**config.mk**
```make
export PLATFORM = sky130hd
export DESIGN_NAME = mdr_unit
export DESIGN_NICKNAME = d
export VERILOG_FILES = /design/src/rtl/mdr_pkg.sv /design/src/rtl/mdr_unit_load_reg.sv /design/src/rtl/mdr_unit.sv
export SDC_FILE = /design/constraint.sdc
export NUM_CORES = 1
export LEC_CHECK = 0
export BUFFER_PORTS_ARGS = -buffer_cell sky130_fd_sc_hd__buf_2
export CORE_MARGIN = 2
export CORE_UTILIZATION = 30
export DETAILED_ROUTE_END_ITERATION = 10
export PLACE_DENSITY_LB_ADDON = 0.3
export SLEW_MARGIN = 20
export SYNTH_ARGS = -nofsm -noshare
export SYNTH_HDL_FRONTEND = slang
export SYNTH_HIERARCHICAL = 1
export SYNTH_SLANG_ARGS = --single-unit
```
**constraint.sdc**
```tcl
create_clock -name Clk -period 2.7 [get_ports Clk]
set_clock_uncertainty 0.15 [all_clocks]
set_input_delay 0.405 -clock Clk [delete_from_list [all_inputs] [get_ports Clk]]
set_output_delay 0.405 -clock Clk [all_outputs]
set_load 0.01 [all_outputs]
```
**src/rtl/mdr_pkg.sv**
```systemverilog
// Shared types and default sizing for the MAR/MDR memory stage.
// The access-abort logic in mdr_unit is only built when MEM_TIMEOUT_EN is defined.
package mdr_pkg;

    localparam int DEF_DATA_W  = 32;
    localparam int DEF_TIMEOUT = 15;

    typedef enum logic [1:0] {
        S_IDLE = 2'd0,
        S_RD   = 2'd1,
        S_WR   = 2'd2,
        S_DONE = 2'd3
    } mdr_state_t;

endpackage

```
**src/rtl/mdr_unit_load_reg.sv**
```systemverilog
// Generic width register with synchronous active-high reset and load enable.
// Used for both MAR and MDR; any data selection happens outside this block.
module load_reg #(
    parameter int W = 32
) (
    input  logic         clk_i,
    input  logic         reset_i,
    input  logic         ld_i,
    input  logic [W-1:0] d_i,
    output logic [W-1:0] q_o
);

    logic [W-1:0] data_q;

    always_ff @(posedge clk_i) begin
        if (reset_i) begin
            data_q <= '0;
        end else if (ld_i) begin
            data_q <= d_i;
        end
    end

    assign q_o = data_q;

endmodule

```
**src/rtl/mdr_unit.sv**
```systemverilog
// MAR/MDR stage with a request/ready handshake to external memory.
// Define MEM_TIMEOUT_EN to build the wait counter that aborts stalled accesses and drives err.
module mdr_unit
    import mdr_pkg::*;
#(
    parameter int DATA_W  = DEF_DATA_W,
    parameter int TIMEOUT = DEF_TIMEOUT
) (
    input  logic              Clk,
    input  logic              Reset,
    input  logic [DATA_W-1:0] bus_in,
    input  logic              ld_mar,
    input  logic              ld_mdr,
    input  logic              rd_req,
    input  logic              wr_req,
    input  logic [DATA_W-1:0] mem_rdata,
    input  logic              mem_ready,
    output logic [DATA_W-1:0] mar,
    output logic [DATA_W-1:0] mdr,
    output logic [DATA_W-1:0] mem_addr,
    output logic [DATA_W-1:0] mem_wdata,
    output logic              mem_rd,
    output logic              mem_wr,
    output logic              busy,
    output logic              done,
    output logic              err
);

    mdr_state_t        state_q;
    logic              mem_rd_q;
    logic              mem_wr_q;
    logic              done_q;
    logic              isIdle;
    logic              timeoutHit;
    logic              marLoad;
    logic              mdrLoad;
    logic [DATA_W-1:0] mdr_d;

    assign isIdle = (state_q == S_IDLE);

    // Bus loads are honoured only while idle so MAR/MDR hold still during an access;
    // a completing read takes priority as the only busy-time MDR writer.
    assign marLoad = isIdle && ld_mar;
    assign mdrLoad = (isIdle && ld_mdr) || ((state_q == S_RD) && mem_ready);
    assign mdr_d   = (state_q == S_RD) ? mem_rdata : bus_in;

    load_reg #(.W(DATA_W)) u_marReg (
        .clk_i   (Clk),
        .reset_i (Reset),
        .ld_i    (marLoad),
        .d_i     (bus_in),
        .q_o     (mar)
    );

    load_reg #(.W(DATA_W)) u_mdrReg (
        .clk_i   (Clk),
        .reset_i (Reset),
        .ld_i    (mdrLoad),
        .d_i     (mdr_d),
        .q_o     (mdr)
    );

`ifdef MEM_TIMEOUT_EN
    localparam int CNT_W = $clog2(TIMEOUT + 1);

    logic [CNT_W-1:0] waitCnt_q;
    logic             err_q;

    assign timeoutHit = (waitCnt_q == CNT_W'(TIMEOUT - 1)) && !mem_ready;
    assign err        = err_q;
`else
    assign timeoutHit = 1'b0;
    assign err        = 1'b0;
`endif

    always_ff @(posedge Clk) begin
        if (Reset) begin
            state_q   <= S_IDLE;
            mem_rd_q  <= 1'b0;
            mem_wr_q  <= 1'b0;
            done_q    <= 1'b0;
`ifdef MEM_TIMEOUT_EN
            waitCnt_q <= '0;
            err_q     <= 1'b0;
`endif
        end else begin
            done_q <= 1'b0;
            unique case (state_q)
                S_IDLE: begin
                    // Read beats write when both are requested; the write is simply dropped.
                    if (rd_req) begin
                        state_q  <= S_RD;
                        mem_rd_q <= 1'b1;
                    end else if (wr_req) begin
                        state_q  <= S_WR;
                        mem_wr_q <= 1'b1;
                    end
`ifdef MEM_TIMEOUT_EN
                    if (rd_req || wr_req) begin
                        waitCnt_q <= '0;
                        err_q     <= 1'b0;
                    end
`endif
                end
                S_RD, S_WR: begin
                    if (mem_ready || timeoutHit) begin
                        state_q  <= S_DONE;
                        mem_rd_q <= 1'b0;
                        mem_wr_q <= 1'b0;
                        done_q   <= 1'b1;
                    end
`ifdef MEM_TIMEOUT_EN
                    if (!mem_ready) begin
                        waitCnt_q <= waitCnt_q + 1'b1;
                    end
                    if (timeoutHit) begin
                        err_q <= 1'b1;
                    end
`endif
                end
                S_DONE: begin
                    state_q <= S_IDLE;
                end
                default: begin
                    state_q <= S_IDLE;
                end
            endcase
        end
    end

    assign mem_addr  = mar;
    assign mem_wdata = mdr;
    assign mem_rd    = mem_rd_q;
    assign mem_wr    = mem_wr_q;
    assign done      = done_q;
    assign busy      = !isIdle;

endmodule
```
**After elaboration in Yosys (flattened, before gate mapping)**

Index checks and enable logic that the tools add are counted.

- Register bits after elaboration: 69
- Latch bits: 0
- Memory bits (writable): 0
- ROM bits: 0
- Input bits: 71
- Output and inout port bits: 133
- Logic and storage cells: 39
- Memories: 0

- Add/sub/neg operators: 0
- $mul: 0
- Divide/modulo/power cells: 0
- $lt $le $gt $ge: 0
- Equal/unequal tests: 8
- Shift-type cells: 0
- Multiplexer cells: 12
- Bitwise operators: 1
- Reduce and logical (&&, ||, !) cells: 12

Operators with widths:

| kind | number |
|---|---|
| two-way mux 32 bit | 1 |
| != test 2 bit (second input constant) | 4 |
| two-way mux 2 bit | 3 |
| one-hot mux 2 bit (3 select lines) | 1 |
| two-way mux 1 bit | 5 |
| equality test 2 bit (second input constant) | 2 |
| one-hot mux 1 bit (2 select lines) | 2 |
| AND reduction 4 bit | 1 |
| OR reduction 2 bit | 2 |
| logical AND 1 bit | 3 |
| != test 3 bit (second input constant) | 1 |
| AND reduction 3 bit | 1 |
| equality test 2 x 1 -> 1 bit (second input constant) | 1 |
| zero test 2 bit | 1 |
| AND reduction 2 bit | 1 |
| nonzero test 2 bit | 1 |
| zero test 1 bit | 1 |
| logical OR 1 bit | 1 |
| NOT 1 bit | 1 |

**Logic depth before layout (Yosys ltp)**

- Depth after elaboration: 4
- Depth in mapped cells: 9
- Mapped depth without buffers: 5

**Hierarchy**

The synthesis kept the hierarchy.

Modules (own cells, without submodules):

| module | times used | cells each | area each (um^2) | sequential area each (um^2) |
|---|---|---|---|---|
| load_reg | 2 | 103 | 1163.6 | 640.6 |
| mdr_unit | 1 | 139 | 1316.3 | 100.1 |

**Worst setup path before layout**

OpenSTA, ideal clock, no wires.

- Kind: flip-flop to flip-flop
- Start point: register state_q[1]
- End point: register u_mdrReg.data_q[25], in the netlist u_mdrReg/q_o[25]
- Library setup time: 0.128 ns
- Arrival time: 1.481 ns
- Required time: 2.422 ns
- Slack: 0.941 ns
- Cell stages (with the launch flop): 10
- Buffers on the path: 4
- Period minus slack after synthesis: 1.759 ns
- Path through: dfxtp_1 inv_1 ha_1 buf_6 buf_6 a22o_1 buf_6 buf_12 mux2i_1 nor2_1

- Longest elaborated chain between the ends: 3
- Elaborated cells between the ends (all ways): 6
- Classes of those cells: 1 x eq/ne; 1 x mux; 4 x reduce/logical

Ends and longest elaborated chain:

| item | RTL line | RTL |
|---|---|---|
| start: declaration | mdr_unit.sv:29 | `mdr_state_t state_q;` |
| start signal: assignment | mdr_unit.sv:78 | `state_q <= S_IDLE;` |
| start signal: assignment | mdr_unit.sv:92 | `state_q <= S_RD;` |
| start signal: assignment | mdr_unit.sv:95 | `state_q <= S_WR;` |
| equality test 2 x 1 -> 1 bit or zero test 2 bit (tied branches) | mdr_unit.sv:44, mdr_unit.sv:39 |  |
| logical AND 1 bit | mdr_unit.sv:44 | `assign mdrLoad = (isIdle && ld_mdr) \|\| ((state_q == S_RD) && mem_ready);` |
| logical OR 1 bit * | mdr_unit.sv:44 |  |
| named net mdrLoad | mdr_unit.sv:36 | `logic mdrLoad;` |
| end signal: assignment | mdr_unit_load_reg.sv:19 | `data_q <= d_i;` |
| end: declaration | mdr_unit_load_reg.sv:13 | `logic [W-1:0] data_q;` |

The timed path passes the listed nets; every way through them passes the cells marked *.
A chain may end at the register's enable or synchronous reset.

**Final worst setup path**

- Start point: register state_q[0]
- End point: register u_mdrReg.data_q[20], in the netlist u_mdrReg/q_o[20]

The elaborated chain is that of the path after synthesis.

==> metrics <==
Port Buffer Count=202; Syn Std Cell Area=3643 µm²; setup ws final=0.5571 ns; largest net degree at the start of global routing=38; core box area=11910 µm²; Max Slew Vio Count=0; CP Capture Type=flip-flop; Switching Share=35.39%; ranking of synthesized cells by area=dfxtp_1, mux2i_1, buf_4; max_cap viols=0; Die ar.=13040 µm²; Worst slew margin=29.62%; top cell type by total area after synthesis=dfxtp_1; Post-CTS Hold Fix Bufs=0; CTS clk-pin slew, worst paths=0.06 ns; register area share after synthesis=37.91%; Worst VDD drop=0.4293 mV; Layout area overhead=23.21%; fillers=1227; clock buffer depth=2; synth unique cells=26; H-tree depth=3; # diodes=0; Placement Setup Slack=0.5490 ns; CTS resizes=0; GRT overflow=0; clk_lat worst skew=0.32 ns; share of layout cells above drive strength 1=52.69%; Die Height=114.2 µm; final wirelength=7.989 mm; initial DRC count=105; critical path class=flip-flop to flip-flop; Reg power frac=30.6%; row cnt=40; Final Critical Period=2.143 ns; crit path max fanout=32; vias per cell=4.247; Worst setup SP type=flip-flop; Fin. Hold Viols=0; worst path required time=2.74 ns; vias in the first global route=2500; TritonCTS Buffers=9; Nets=553; asr flop ratio synth=0%; DRC violations left=0; Syn Inst Count=345; internal power=3.041 mW; Synth Net Count=419; # Post-CTS Setup Buffers=0; routability cong.=0.7130; final period utilization=79.37%; drt wl/cell=12.66 µm; die width=114.2 µm; number of enable flip-flop cells after synthesis=0; syn avg cell area=10.56 µm²; FMAX=0.4667 GHz; arrival time at the worst endpoint=2.18 ns; unrepaired setup endpoints after global routing=false; I/O pin count=204; Root Buffer=clkbuf_16; Clk pwr share=25.0%; Hold Crit Class=primary input to flip-flop; CTS tree=yes; First-pass DRT Iterations=4; Starting Density=30.59%; GRT Overall Usage=11.72%; first-pass GRT wire length=12.03 mm; share of the synthesized area in the top cell type=37.91%; clock sinks=69; LEAKAGE=2.431 nW; #FFs+latches synth=69; overall power=4.707 mW; Power Density=1048 nW/µm²; initial antenna violation count=0; Post-DP HPWL=5.937 mm; Logic pwr share=44.4%; via count=2680; final setup fails=0; worst slew pin tran=1.056 ns; Psw=1.666 mW; setup TNS=0 ns; Post-synth top flop=dfxtp_1; outcome=finished, final reports clean; antenna-violating nets left=0; YS warnings=6
cell usage in the layout (no fill, tap or decap), drive strengths merged, types with 3 or more instances in the layout:
| cell | netlist | routed |
|---|---|---|
| a21oi | 6 | 6 |
| buf | 77 | 206 |
| clkbuf | 6 | 11 |
| dfxtp | 69 | 69 |
| ha | 3 | 3 |
| inv | 5 | 6 |
| mux2 | 32 | 32 |
| mux2i | 64 | 64 |
| nand2b | 4 | 4 |
| nor2 | 66 | 66 |
final timing paths:
kind | start | end | slack (ns) | cells past startpoint
setup / recovery | state_q[0] | u_mdrReg/q_o[20] | 0.56 | 5
hold / removal | bus_in[4] | u_marReg/q_o[4] | 0.18 | 3
setup reg to reg | state_q[0] | u_mdrReg/q_o[20] | 0.56 | 5
hold reg to reg | mem_wr | mem_wr | 0.33 | 2
cell type report:
type | count | area, µm² | area share, %
clock buffers | 11 | 242.7 | 5.407
repair buffers | 206 | 1054 | 23.47
well taps | 147 | 183.9 | 4.097
flip-flops and latches | 69 | 1381 | 30.77
inverters | 5 | 18.77 | 0.4181
multi-input cells | 188 | 1550 | 34.53
clock inverters | 5 | 58.81 | 1.310
cells in the mapped netlist (2+ instances only):
cell / count
ha_1: 3
dfxtp_1: 69
buf_12: 6
nor3_1: 2
inv_1: 5
buf_4: 65
nand2b_1: 3
buf_6: 6
mux2_4: 29
clkbuf_1: 6
a21oi_1: 6
mux2i_1: 64
mux2_1: 3
nor2_1: 66
through the flow:
stage / cell area (µm²) / util, % / instances / hold slack (ns)
2_1_floorplan: 3643 / - / 345 / 0.3241
3_3_place_gp: 4188 / 35.16 / 615 / 0.3212
3_5_place_dp: 4188 / 35.16 / 615 / 0.3231
4_1_cts: 4489 / 37.69 / 631 / 0.1681
5_1_grt: 4489 / 37.69 / 631 / 0.1775
6_report: 4489 / 37.69 / 631 / 0.1779
sequential cells by signal, indices dropped and copies added, names as in the netlist:
name / cells
mem_rd: 1
done: 1
mem_wr: 1
state_q: 2
u_mdrReg/q_o: 32
u_marReg/q_o: 32
critical path, stage by stage, from the launching register on:
cell,delay (ns)
dfxtp_1,0.32
inv_1,0.08
ha_1,0.23
a22o_2,0.87
mux2i_1,0.28
nor2_1,0.05
power by group through the flow:
stage	clock network, mW	logic [mW]	registers (mW)
final	1.18	2.09	1.44
after CTS	1.22	2.12	1.45
after floorplan	0	1.80	1.56
after global placement	0	2.09	1.46
after global routing	1.27	2.29	1.48
after detailed placement	0	2.12	1.47
per-layer routing:
metal / part of all wire, % / wire (µm) / global-route usage (%) / up-vias
met5: 0 / 0 / 0 / -
met4: 1.2 / 92 / 4.878 / 0
met3: 5.9 / 474 / 2.700 / 7
met2: 50 / 4001 / 19.72 / 102
met1: 43 / 3421 / 14.41 / 1238
li1: - / - / - / 1333
kinds of logic (layout without fill, tap and decap cells):
group | count (synthesis) | in the layout | synth area share, %
buffers and inverters | 88 | 227 | 19.68
flip-flops | 69 | 69 | 37.91
AO/OA/AOI/OAI | 12 | 12 | 2.232
multiplexers | 96 | 96 | 30.46
other | 1 | 1 | 0.1029
AND/OR/NAND/NOR | 76 | 76 | 8.585
adder cells (fa/ha/maj) | 3 | 3 | 1.030
Power figures use the tool's default switching activity.
